==> config.mk <==
export PLATFORM = sky130hd
export DESIGN_NAME = fpu_mult_pipe
export DESIGN_NICKNAME = d
export VERILOG_FILES = /design/src/rtl/fpu_pkg.sv /design/src/rtl/fpu_norm_round.sv /design/src/rtl/fpu_mult_pipe.sv
export SDC_FILE = /design/constraint.sdc
export NUM_CORES = 2
export LEC_CHECK = 0
export ABC_AREA = 1
export CAP_MARGIN = 20
export CORE_ASPECT_RATIO = 0.9
export CORE_MARGIN = 3
export CORE_UTILIZATION = 45
export CTS_BUF_LIST = sky130_fd_sc_hd__clkbuf_2
export DETAILED_ROUTE_END_ITERATION = 7
export GPL_TIMING_DRIVEN = 1
export PLACE_DENSITY = 0.73
export SYNTH_ARGS = -nofsm -noshare
export SYNTH_HDL_FRONTEND = slang
export SYNTH_SLANG_ARGS = --single-unit
==> constraint.sdc <==
create_clock -name clk -period 8.6 [get_ports clk]
set_input_delay 0.86 -clock clk [delete_from_list [all_inputs] [get_ports clk]]
set_output_delay 0.86 -clock clk [all_outputs]
set_load 0.02 [all_outputs]
==> src/rtl/fpu_pkg.sv <==
// Shared FPU types and constants.
//   fpu_operation_t : operation selector used across the FPU family
//   fpu_class_t     : operand classification produced by the unpack stage
//   FLAG_*          : bit positions within the 4-bit {invalid, overflow,
//                     underflow, inexact} flag vector
package fpu_pkg;

   typedef enum logic [1:0] {
      FPU_ADD,
      FPU_SUB,
      FPU_MUL,
      FPU_DIV
   } fpu_operation_t;

   typedef enum logic [2:0] {
      ZERO,
      NORMAL,
      INF,
      QNAN,
      SNAN
   } fpu_class_t;

   localparam int unsigned FLAG_INVALID   = 3;
   localparam int unsigned FLAG_OVERFLOW  = 2;
   localparam int unsigned FLAG_UNDERFLOW = 1;
   localparam int unsigned FLAG_INEXACT   = 0;

endpackage

==> src/rtl/fpu_norm_round.sv <==
// Normalise (S3) and round/pack (S4) stages shared by FPU datapaths.
//   clk, rst      : rising-edge clock, synchronous active-high reset
//   en            : pipeline advance enable
//   valid         : incoming stage valid
//   sign, exp     : result sign and signed biased exponent (EXP_W+2 bits)
//   sig           : raw significand, leading one in bit P-1 or P-2
//   special*      : precomputed result that bypasses normalise/round
//   z, z_flags    : packed result and {invalid, overflow, underflow, inexact}
//   z_valid       : result valid (registered)
module fpu_norm_round
   import fpu_pkg::*;
#(
   parameter int unsigned EXP_W = 8,
   parameter int unsigned MAN_W = 23,
   localparam int unsigned W  = 1 + EXP_W + MAN_W,
   localparam int unsigned XW = EXP_W + 2,
   localparam int unsigned P  = 2*MAN_W + 2
) (
   input  logic                 clk,
   input  logic                 rst,
   input  logic                 en,
   input  logic                 valid,
   input  logic                 sign,
   input  logic signed [XW-1:0] exp,
   input  logic [P-1:0]         sig,
   input  logic                 special,
   input  logic [W-1:0]         special_z,
   input  logic [3:0]           special_flags,
   output logic [W-1:0]         z,
   output logic [3:0]           z_flags,
   output logic                 z_valid
);

   localparam logic signed [XW-1:0] EXP_MAX = XW'((1 << EXP_W) - 1);

   // S3: normalise so the hidden one is dropped and G/R/S are extracted
   logic signed [XW-1:0] n_exp;
   logic [MAN_W-1:0]     n_frac;
   logic                 n_g, n_r, n_s;

   always_comb begin
      if (sig[P-1]) begin
         n_exp  = exp + XW'(1);
         n_frac = sig[P-2 -: MAN_W];
         n_g    = sig[MAN_W];
         n_r    = sig[MAN_W-1];
         n_s    = |sig[MAN_W-2:0];
      end else begin
         n_exp  = exp;
         n_frac = sig[P-3 -: MAN_W];
         n_g    = sig[MAN_W-1];
         n_r    = sig[MAN_W-2];
         n_s    = |sig[MAN_W-3:0];
      end
   end

   logic                 s3_valid, s3_sign, s3_special;
   logic signed [XW-1:0] s3_exp;
   logic [MAN_W-1:0]     s3_frac;
   logic                 s3_g, s3_r, s3_s;
   logic [W-1:0]         s3_special_z;
   logic [3:0]           s3_special_flags;

   always_ff @(posedge clk) begin
      if (rst) begin
         s3_valid <= 1'b0;
      end else if (en) begin
         s3_valid         <= valid;
         s3_sign          <= sign;
         s3_exp           <= n_exp;
         s3_frac          <= n_frac;
         s3_g             <= n_g;
         s3_r             <= n_r;
         s3_s             <= n_s;
         s3_special       <= special;
         s3_special_z     <= special_z;
         s3_special_flags <= special_flags;
      end
   end

   // S4: round to nearest even, then range-check the final exponent
   logic                 round_up, carry, inexact;
   logic [MAN_W-1:0]     r_frac;
   logic signed [XW-1:0] r_exp;
   logic [W-1:0]         pack_z;
   logic [3:0]           pack_flags;

   always_comb begin
      round_up          = s3_g & (s3_r | s3_s | s3_frac[0]);
      {carry, r_frac}   = {1'b0, s3_frac} + {{MAN_W{1'b0}}, round_up};
      // carry-out leaves r_frac at zero: 1.111..1 + ulp = 10.0 -> 1.0 x 2^(e+1)
      r_exp             = s3_exp + XW'(carry);
      inexact           = s3_g | s3_r | s3_s;
      pack_flags        = '0;
      if (s3_special) begin
         pack_z     = s3_special_z;
         pack_flags = s3_special_flags;
      end else if (r_exp >= EXP_MAX) begin
         pack_z                     = {s3_sign, {EXP_W{1'b1}}, {MAN_W{1'b0}}};
         pack_flags[FLAG_OVERFLOW]  = 1'b1;
         pack_flags[FLAG_INEXACT]   = 1'b1;
      end else if (r_exp <= 0) begin
         pack_z                     = {s3_sign, {(W-1){1'b0}}};
         pack_flags[FLAG_UNDERFLOW] = 1'b1;
         pack_flags[FLAG_INEXACT]   = 1'b1;
      end else begin
         pack_z                     = {s3_sign, r_exp[EXP_W-1:0], r_frac};
         pack_flags[FLAG_INEXACT]   = inexact;
      end
   end

   always_ff @(posedge clk) begin
      if (rst) begin
         z_valid <= 1'b0;
         z       <= '0;
         z_flags <= '0;
      end else if (en) begin
         z_valid <= s3_valid;
         z       <= pack_z;
         z_flags <= pack_flags;
      end
   end

endmodule

==> src/rtl/fpu_mult_pipe.sv <==
// Four-stage pipelined floating-point multiplier with strobe/ack handshake.
//   clk, rst      : rising-edge clock, synchronous active-high reset
//   input_a/b     : operands {sign, exponent, fraction}
//   input_stb/ack : operand handshake; ack is the global pipeline enable
//   output_z      : product
//   output_flags  : {invalid, overflow, underflow, inexact}
//   output_stb/ack: result handshake
// Stages: S1 unpack/classify, S2 multiply, S3/S4 in fpu_norm_round.
module fpu_mult_pipe
   import fpu_pkg::*;
#(
   parameter int unsigned EXP_W = 8,
   parameter int unsigned MAN_W = 23,
   localparam int unsigned W = 1 + EXP_W + MAN_W
) (
   input  logic         clk,
   input  logic         rst,
   input  logic [W-1:0] input_a,
   input  logic [W-1:0] input_b,
   input  logic         input_stb,
   output logic         input_ack,
   output logic [W-1:0] output_z,
   output logic [3:0]   output_flags,
   output logic         output_stb,
   input  logic         output_ack
);

   localparam int unsigned XW = EXP_W + 2;
   localparam int unsigned P  = 2*MAN_W + 2;
   localparam logic signed [XW-1:0] BIAS = XW'((1 << (EXP_W-1)) - 1);
   localparam logic [W-1:0] QNAN_Z = {1'b0, {EXP_W{1'b1}}, 1'b1, {(MAN_W-1){1'b0}}};

   // Denormals classify as ZERO, giving flush-to-zero on input
   function automatic fpu_class_t classify(input logic [EXP_W-1:0] e,
                                           input logic [MAN_W-1:0] f);
      if (e == '0)          return ZERO;
      else if (e != '1)     return NORMAL;
      else if (f == '0)     return INF;
      else if (f[MAN_W-1])  return QNAN;
      else                  return SNAN;
   endfunction

   logic en;
   assign en        = !output_stb || output_ack;
   assign input_ack = en;

   // S1 combinational: classify and resolve all non-numeric outcomes
   fpu_class_t   class_a, class_b;
   logic         sign_z, nan_any, snan_any, inf_any, zero_any;
   logic         special;
   logic [W-1:0] special_z;
   logic [3:0]   special_flags;

   assign class_a  = classify(input_a[W-2 -: EXP_W], input_a[MAN_W-1:0]);
   assign class_b  = classify(input_b[W-2 -: EXP_W], input_b[MAN_W-1:0]);
   assign sign_z   = input_a[W-1] ^ input_b[W-1];
   assign snan_any = (class_a == SNAN) || (class_b == SNAN);
   assign nan_any  = snan_any || (class_a == QNAN) || (class_b == QNAN);
   assign inf_any  = (class_a == INF) || (class_b == INF);
   assign zero_any = (class_a == ZERO) || (class_b == ZERO);

   always_comb begin
      special       = 1'b1;
      special_z     = '0;
      special_flags = '0;
      if (nan_any) begin
         special_z                   = QNAN_Z;
         special_flags[FLAG_INVALID] = snan_any;
      end else if (inf_any && zero_any) begin
         special_z                   = QNAN_Z;
         special_flags[FLAG_INVALID] = 1'b1;
      end else if (inf_any) begin
         special_z = {sign_z, {EXP_W{1'b1}}, {MAN_W{1'b0}}};
      end else if (zero_any) begin
         special_z = {sign_z, {(W-1){1'b0}}};
      end else begin
         special = 1'b0;
      end
   end

   logic             s1_valid, s1_sign, s1_special;
   logic [EXP_W-1:0] s1_exp_a, s1_exp_b;
   logic [MAN_W-1:0] s1_frac_a, s1_frac_b;
   logic [W-1:0]     s1_special_z;
   logic [3:0]       s1_special_flags;

   always_ff @(posedge clk) begin
      if (rst) begin
         s1_valid <= 1'b0;
      end else if (en) begin
         s1_valid         <= input_stb;
         s1_sign          <= sign_z;
         s1_exp_a         <= input_a[W-2 -: EXP_W];
         s1_exp_b         <= input_b[W-2 -: EXP_W];
         s1_frac_a        <= input_a[MAN_W-1:0];
         s1_frac_b        <= input_b[MAN_W-1:0];
         s1_special       <= special;
         s1_special_z     <= special_z;
         s1_special_flags <= special_flags;
      end
   end

   // S2: significand multiply with hidden ones restored, biased exponent sum
   logic                 s2_valid, s2_sign, s2_special;
   logic signed [XW-1:0] s2_exp;
   logic [P-1:0]         s2_sig;
   logic [W-1:0]         s2_special_z;
   logic [3:0]           s2_special_flags;

   always_ff @(posedge clk) begin
      if (rst) begin
         s2_valid <= 1'b0;
      end else if (en) begin
         s2_valid         <= s1_valid;
         s2_sign          <= s1_sign;
         s2_sig           <= P'({1'b1, s1_frac_a}) * P'({1'b1, s1_frac_b});
         s2_exp           <= $signed({2'b00, s1_exp_a}) + $signed({2'b00, s1_exp_b}) - BIAS;
         s2_special       <= s1_special;
         s2_special_z     <= s1_special_z;
         s2_special_flags <= s1_special_flags;
      end
   end

   fpu_norm_round #(
      .EXP_W (EXP_W),
      .MAN_W (MAN_W)
   ) u_norm_round (
      .clk           (clk),
      .rst           (rst),
      .en            (en),
      .valid         (s2_valid),
      .sign          (s2_sign),
      .exp           (s2_exp),
      .sig           (s2_sig),
      .special       (s2_special),
      .special_z     (s2_special_z),
      .special_flags (s2_special_flags),
      .z             (output_z),
      .z_flags       (output_flags),
      .z_valid       (output_stb)
   );

endmodule

; ---- Word level (Yosys, flattened, before mapping)
; Cells that the tools add are included.
[classes]
n_addsub = 5
n_mul = 1
order_cmp = 2
n_eq_ne = 8
muxes = 28
bitwise = 7
reduce_logical = 19
[op_table]
columns = operator, n
row1 = 2-to-1 mux 32 bit, 3
row2 = 2-to-1 mux 31 bit, 2
row3 = multiplier 24 x 24 -> 48 bit, 1
row4 = zero test 23 bit, 2
row5 = 2-to-1 mux 3 bit, 9
row6 = adder 23 x 1 -> 24 bit, 1
row7 = 2-to-1 mux 23 bit, 1
row8 = OR reduction 22 bit, 1
row9 = OR reduction 21 bit, 1
row10 = zero test 8 bit, 2
row11 = "inequality test 8 bit, second input constant", 2
row12 = "== test 3 x 2 -> 1 bit, second input constant", 4
row13 = 2-to-1 mux 1 bit, 12
row14 = adder 10 x 1 -> 10 bit, 1
row15 = "adder 10 x 2 -> 10 bit, second input constant", 1
row16 = ">= comparator 10 x 9 -> 1 bit, second input constant", 1
row17 = "less-or-equal comparator 10 x 1 -> 1 bit, second input constant", 1
row18 = 2-to-1 mux 10 bit, 1
row19 = "subtractor 9 x 7 -> 10 bit, second input constant", 1
row20 = adder 8 x 8 -> 9 bit, 1
row21 = "== test 3 bit, second input constant", 2
row22 = zero test 3 bit, 2
row23 = logical OR 1 bit, 6
row24 = bitwise OR 1 bit, 4
row25 = 8 further kinds, 8
[totals]
regBits = 301
in_bits = 68
output_inout_bits = 38
elab_cells = 100

; ---- Logic depth before layout (Yosys ltp)
[logic_depth]
depth_word = 9
ltp_mapped = 28
mapped_depth_nobuf = 27

; ---- Modules after synthesis
; From an unflattened synthesis, not the netlist that was laid out.
[hier_totals]
hier_cells = 3704
hier_area_um2 = 30578.1
[modules_own_cells]
columns = module, n_inst, cells_per_inst, area_per_inst_um2, seq_area_each_um2
row1 = fpu_mult_pipe, 1, 3121, 25184.2, 4003.8
row2 = fpu_norm_round, 1, 583, 5393.9, 2982.9

; ---- Worst setup path after synthesis
; OpenSTA, ideal clock, no wires.
[synth_path]
kind = input port to flip-flop
from = input port output_ack
to = register s1_exp_a[0] (enable)
setup_ns = 0.713
arrival_ns = 8.385
t_required_ns = 7.887
path_slack_ns = -0.498
stages = 3
path_buffers = 1
cell_sequence = nor2_1 clkbuf_1 nor2_1
[synth_via]
elab_chain_len = 2
[synth_lines]
columns = item, line
row1 = "start, declared", fpu_mult_pipe.sv:25  ; input logic output_ack
row2 = logical OR 1 bit, fpu_mult_pipe.sv:44  ; assign en = !output_stb || output_ack;
row3 = AND reduction 2 bit (no source line), n/a
row4 = "end signal, assigned", fpu_mult_pipe.sv:93  ; s1_exp_a <= input_a[W-2 -: EXP_W];
row5 = "end, declared", fpu_mult_pipe.sv:82  ; logic [EXP_W-1:0] s1_exp_a, s1_exp_b;
; Every way passes these cells.
; A chain may end at the register's enable or synchronous reset.

; ---- Worst setup path in the final report
[layout_path]
from = register s1_frac_a[17]
to = register s2_sig[38] (data pin)
[layout_via]
elab_chain_len = 1
[layout_lines]
columns = item, line
row1 = "start, declared", fpu_mult_pipe.sv:83  ; logic [MAN_W-1:0] s1_frac_a, s1_frac_b;
row2 = "start signal, assigned", fpu_mult_pipe.sv:95  ; s1_frac_a <= input_a[MAN_W-1:0];
row3 = multiplier 24 x 24 -> 48 bit, fpu_mult_pipe.sv:116  ; s2_sig <= P'({1'b1, s1_frac_a}) * P'({1'b1, s1_frac_b});
row4 = "end signal, assigned", fpu_mult_pipe.sv:116
row5 = "end, declared", fpu_mult_pipe.sv:106  ; logic [P-1:0] s2_sig;
; Every way passes these cells.

==> results.md <==
- DRC violations left: 0
- Die area: 0.0673 mm^2
- Slew headroom: 0.176
- Worst setup margin: 1570 ps
- GR Overflow Total: 0
- CTS Buffer Depth: 3
- Yosys top cell area share: 0.334
- HP Start: s1_special_z[31]
- RSZ-0062 raised after global routing: false
- Clock Skew: 165 ps
- Synth cell types: 42
- Synth Cell Area: 0.0289 mm^2
- Largest fanout on the critical path: 18
- Initial core utilization: 0.458
- Synth top area cells: fa_1 (33%), edfxtp_1 (18%), inv_1 (13%)
- Ys flop type: edfxtp_1
- #FFs+latches synth: 214
- Pre-Repair DR Iteration Count: 8
- List of most frequent post-synthesis cells: inv_1 (990), nand2_1 (888), fa_1 (483)
- Worst r2r src: s1_frac_a[17]
- Post-CTS Hold Fix Bufs: 0
- Wire per inst: 16.3 um
- Final Cycle Share: 0.817
- Minimum setup slack among reg-to-reg paths: 1570 ps
- Initial antenna violation count: 3
- Post-cts resize count: 0
- Syn-to-layout area delta: 9.16%
- Via density per instance: 4.98
- Critical Path Source Type: register
- Die Width: 273 um
- Largest net degree at the start of global routing: 176
- Final hold violations: 0
- Hold Path Class: register to register
- CTS tree: yes
- Post-Place Setup Slack: 1560 ps
- Critical path capture point type: register
- Slew of the pin with the lowest slew margin: 1240 ps
- CTS root buffer: clkbuf_2
- Synthesized area per cell: 8.32 um^2
- Critical Path AT: 7790 ps
- Vias in the first global route: 23180
- Setup violations, final: 0
- Max-slew violation count: 0
- Number of flops mapped to enable cells by yosys: 174
- Yosys Warn Count: 0
- Global-route wire length before repair: 119000 um
- Post-synth ARST share: 0
- Area leader, netlist: fa_1
- Total GRT Usage: 0.222
- Fmax: 142 MHz
- Port Buffers: 105
- Hold endpoint: s2_special_z[31]
- Crit path required time: 9360 ps
- Clock transition at the registers of the reported paths: 110 ps
- Synthesized instance count: 3474
- Final min period: 7030 ps
- Post CTS Setup Buffer Count: 0
- Clk_lat worst skew: 1030 ps
- Vias post-DR: 22147
- Total clock sinks: 214
- Gpl congestion: 0.966
- HPWL after detailed placement: 58500 um
- Core area: 0.0631 mm^2
- Post-synthesis sequential area ratio: 0.208
- Fin util: 0.500
- CTS Buf Count: 52
- R2r endpoint: s2_sig[38]
- Result of the run: complete, no violations
- WL final: 72500 um
- Hold path depth: 0
- Post-route setup TNS: 0 ps
- Ratio of cells with drive above 1 in the final layout: 0.0409
- Htree depth: 2
- Num ports: 106
- Detail Route Antenna Nets: 0
- Die height: 246 um
- Site Rows: 87
- Max-cap violations: 0
- Syn_nets: 4217
- Layout fillers: 6004
- Most frequent cell after synthesis: inv_1
- Drt first-iter violations: 1694
- Crit Path Category: register to register
- Final #Nets: 4302
- R2r worst-path depth: 24
## worst max-delay path by stage
stage | startpoint | to | slack (ps) | cells past startpoint
2_1_floorplan | output_ack | s1_exp_a[0] | 2460 | 3
3_3_place_gp | s1_frac_a[13] | s2_sig[46] | 1570 | 25
3_5_place_dp | s1_frac_a[13] | s2_sig[46] | 1560 | 25
4_1_cts | s1_frac_a[19] | s2_sig[38] | 1530 | 23
5_1_grt | s1_frac_a[17] | s2_sig[38] | 1270 | 24
6_report | s1_frac_a[17] | s2_sig[38] | 1570 | 24
## placed cells by master, fill, tap and decap left out, types with 40 or more instances in the layout
cell type        synthesis  layout
a21oi_1                 92      92
fa_1                   483     483
inv_1                  990     990
nand2_1                888     888
nor2_1                 169     167
clkdlybuf4s50_1          0     105
nand3_1                 85      85
o21ai_0                 46      46
edfxtp_1               174     174
ha_1                   192     192
clkbuf_2                 0      74
dfxtp_1                 40      40
## cells by family after synthesis
| family | Yosys count | share of synthesized area |
|---|---|---|
| xor gates and xnor gates | 63 | 0.0191 |
| DFF | 214 | 0.208 |
| and+or+nand+nor | 1241 | 0.176 |
| muxes | 1 | 0.000346 |
| AOI/OAI and AO/OA | 179 | 0.0351 |
| adders and majority gates | 675 | 0.418 |
| buffers and inverters | 1101 | 0.144 |
## per-layer routing
metal / part of all wire / global-route usage / vias up
met5: 0.0013 / 0 / -
met4: 0.025 / 0.0584 / 4
met3: 0.088 / 0.0543 / 150
met2: 0.46 / 0.356 / 860
met1: 0.42 / 0.301 / 10769
li1: - / - / 10364
## flip-flops by register name, summed over array words and instances, names as in the netlist, 3 cells and up
signal,flops
u_norm_round.s3_special_z,3
u_norm_round.z_flags,4
s1_frac_a,23
u_norm_round.z,32
s1_frac_b,23
u_norm_round.s3_frac,23
s2_sig,48
s2_special_z,3
s1_exp_a,8
s1_exp_b,8
u_norm_round.s3_exp,10
s1_special_z,3
s2_exp,10
## per-stage QoR
step	cells	area, um^2	hold WS [ps]
6_report	4446	31600	382
5_1_grt	4445	31600	306
4_1_cts	4432	31300	330
3_5_place_dp	4339	30800	405
3_3_place_gp	4339	30800	404
2_1_floorplan	3474	28900	400
## final cells by class
class                      count  area, um^2  share of cell area
timing repair buffer         139        1510              0.0480
tap                          845        1060              0.0335
multi-input combinational   2159       18700               0.594
clock inverter                19         116             0.00369
sequential                   214        6030               0.191
inverter                     993        3730               0.118
clock buffer                  74         370              0.0117
antenna                        3        7.51            0.000238
## worst max-delay path: stages, from the launching register on
cell	delay, ps
edfxtp_1	1020
buf_4	310
nand2_1	90
fa_1	570
inv_1	50
fa_1	480
inv_1	60
fa_1	500
inv_1	50
fa_1	560
fa_1	460
fa_1	490
inv_1	50
fa_1	470
inv_1	40
ha_1	410
nand2_1	160
nor2_1	210
inv_1	90
nor2_1	190
inv_1	100
nor3_1	210
nand4_1	150
nand4_1	140
nand2_1	50
Power is not shown: default switching activity piles up to over one toggle a cycle in this logic, so the estimate is an artifact.
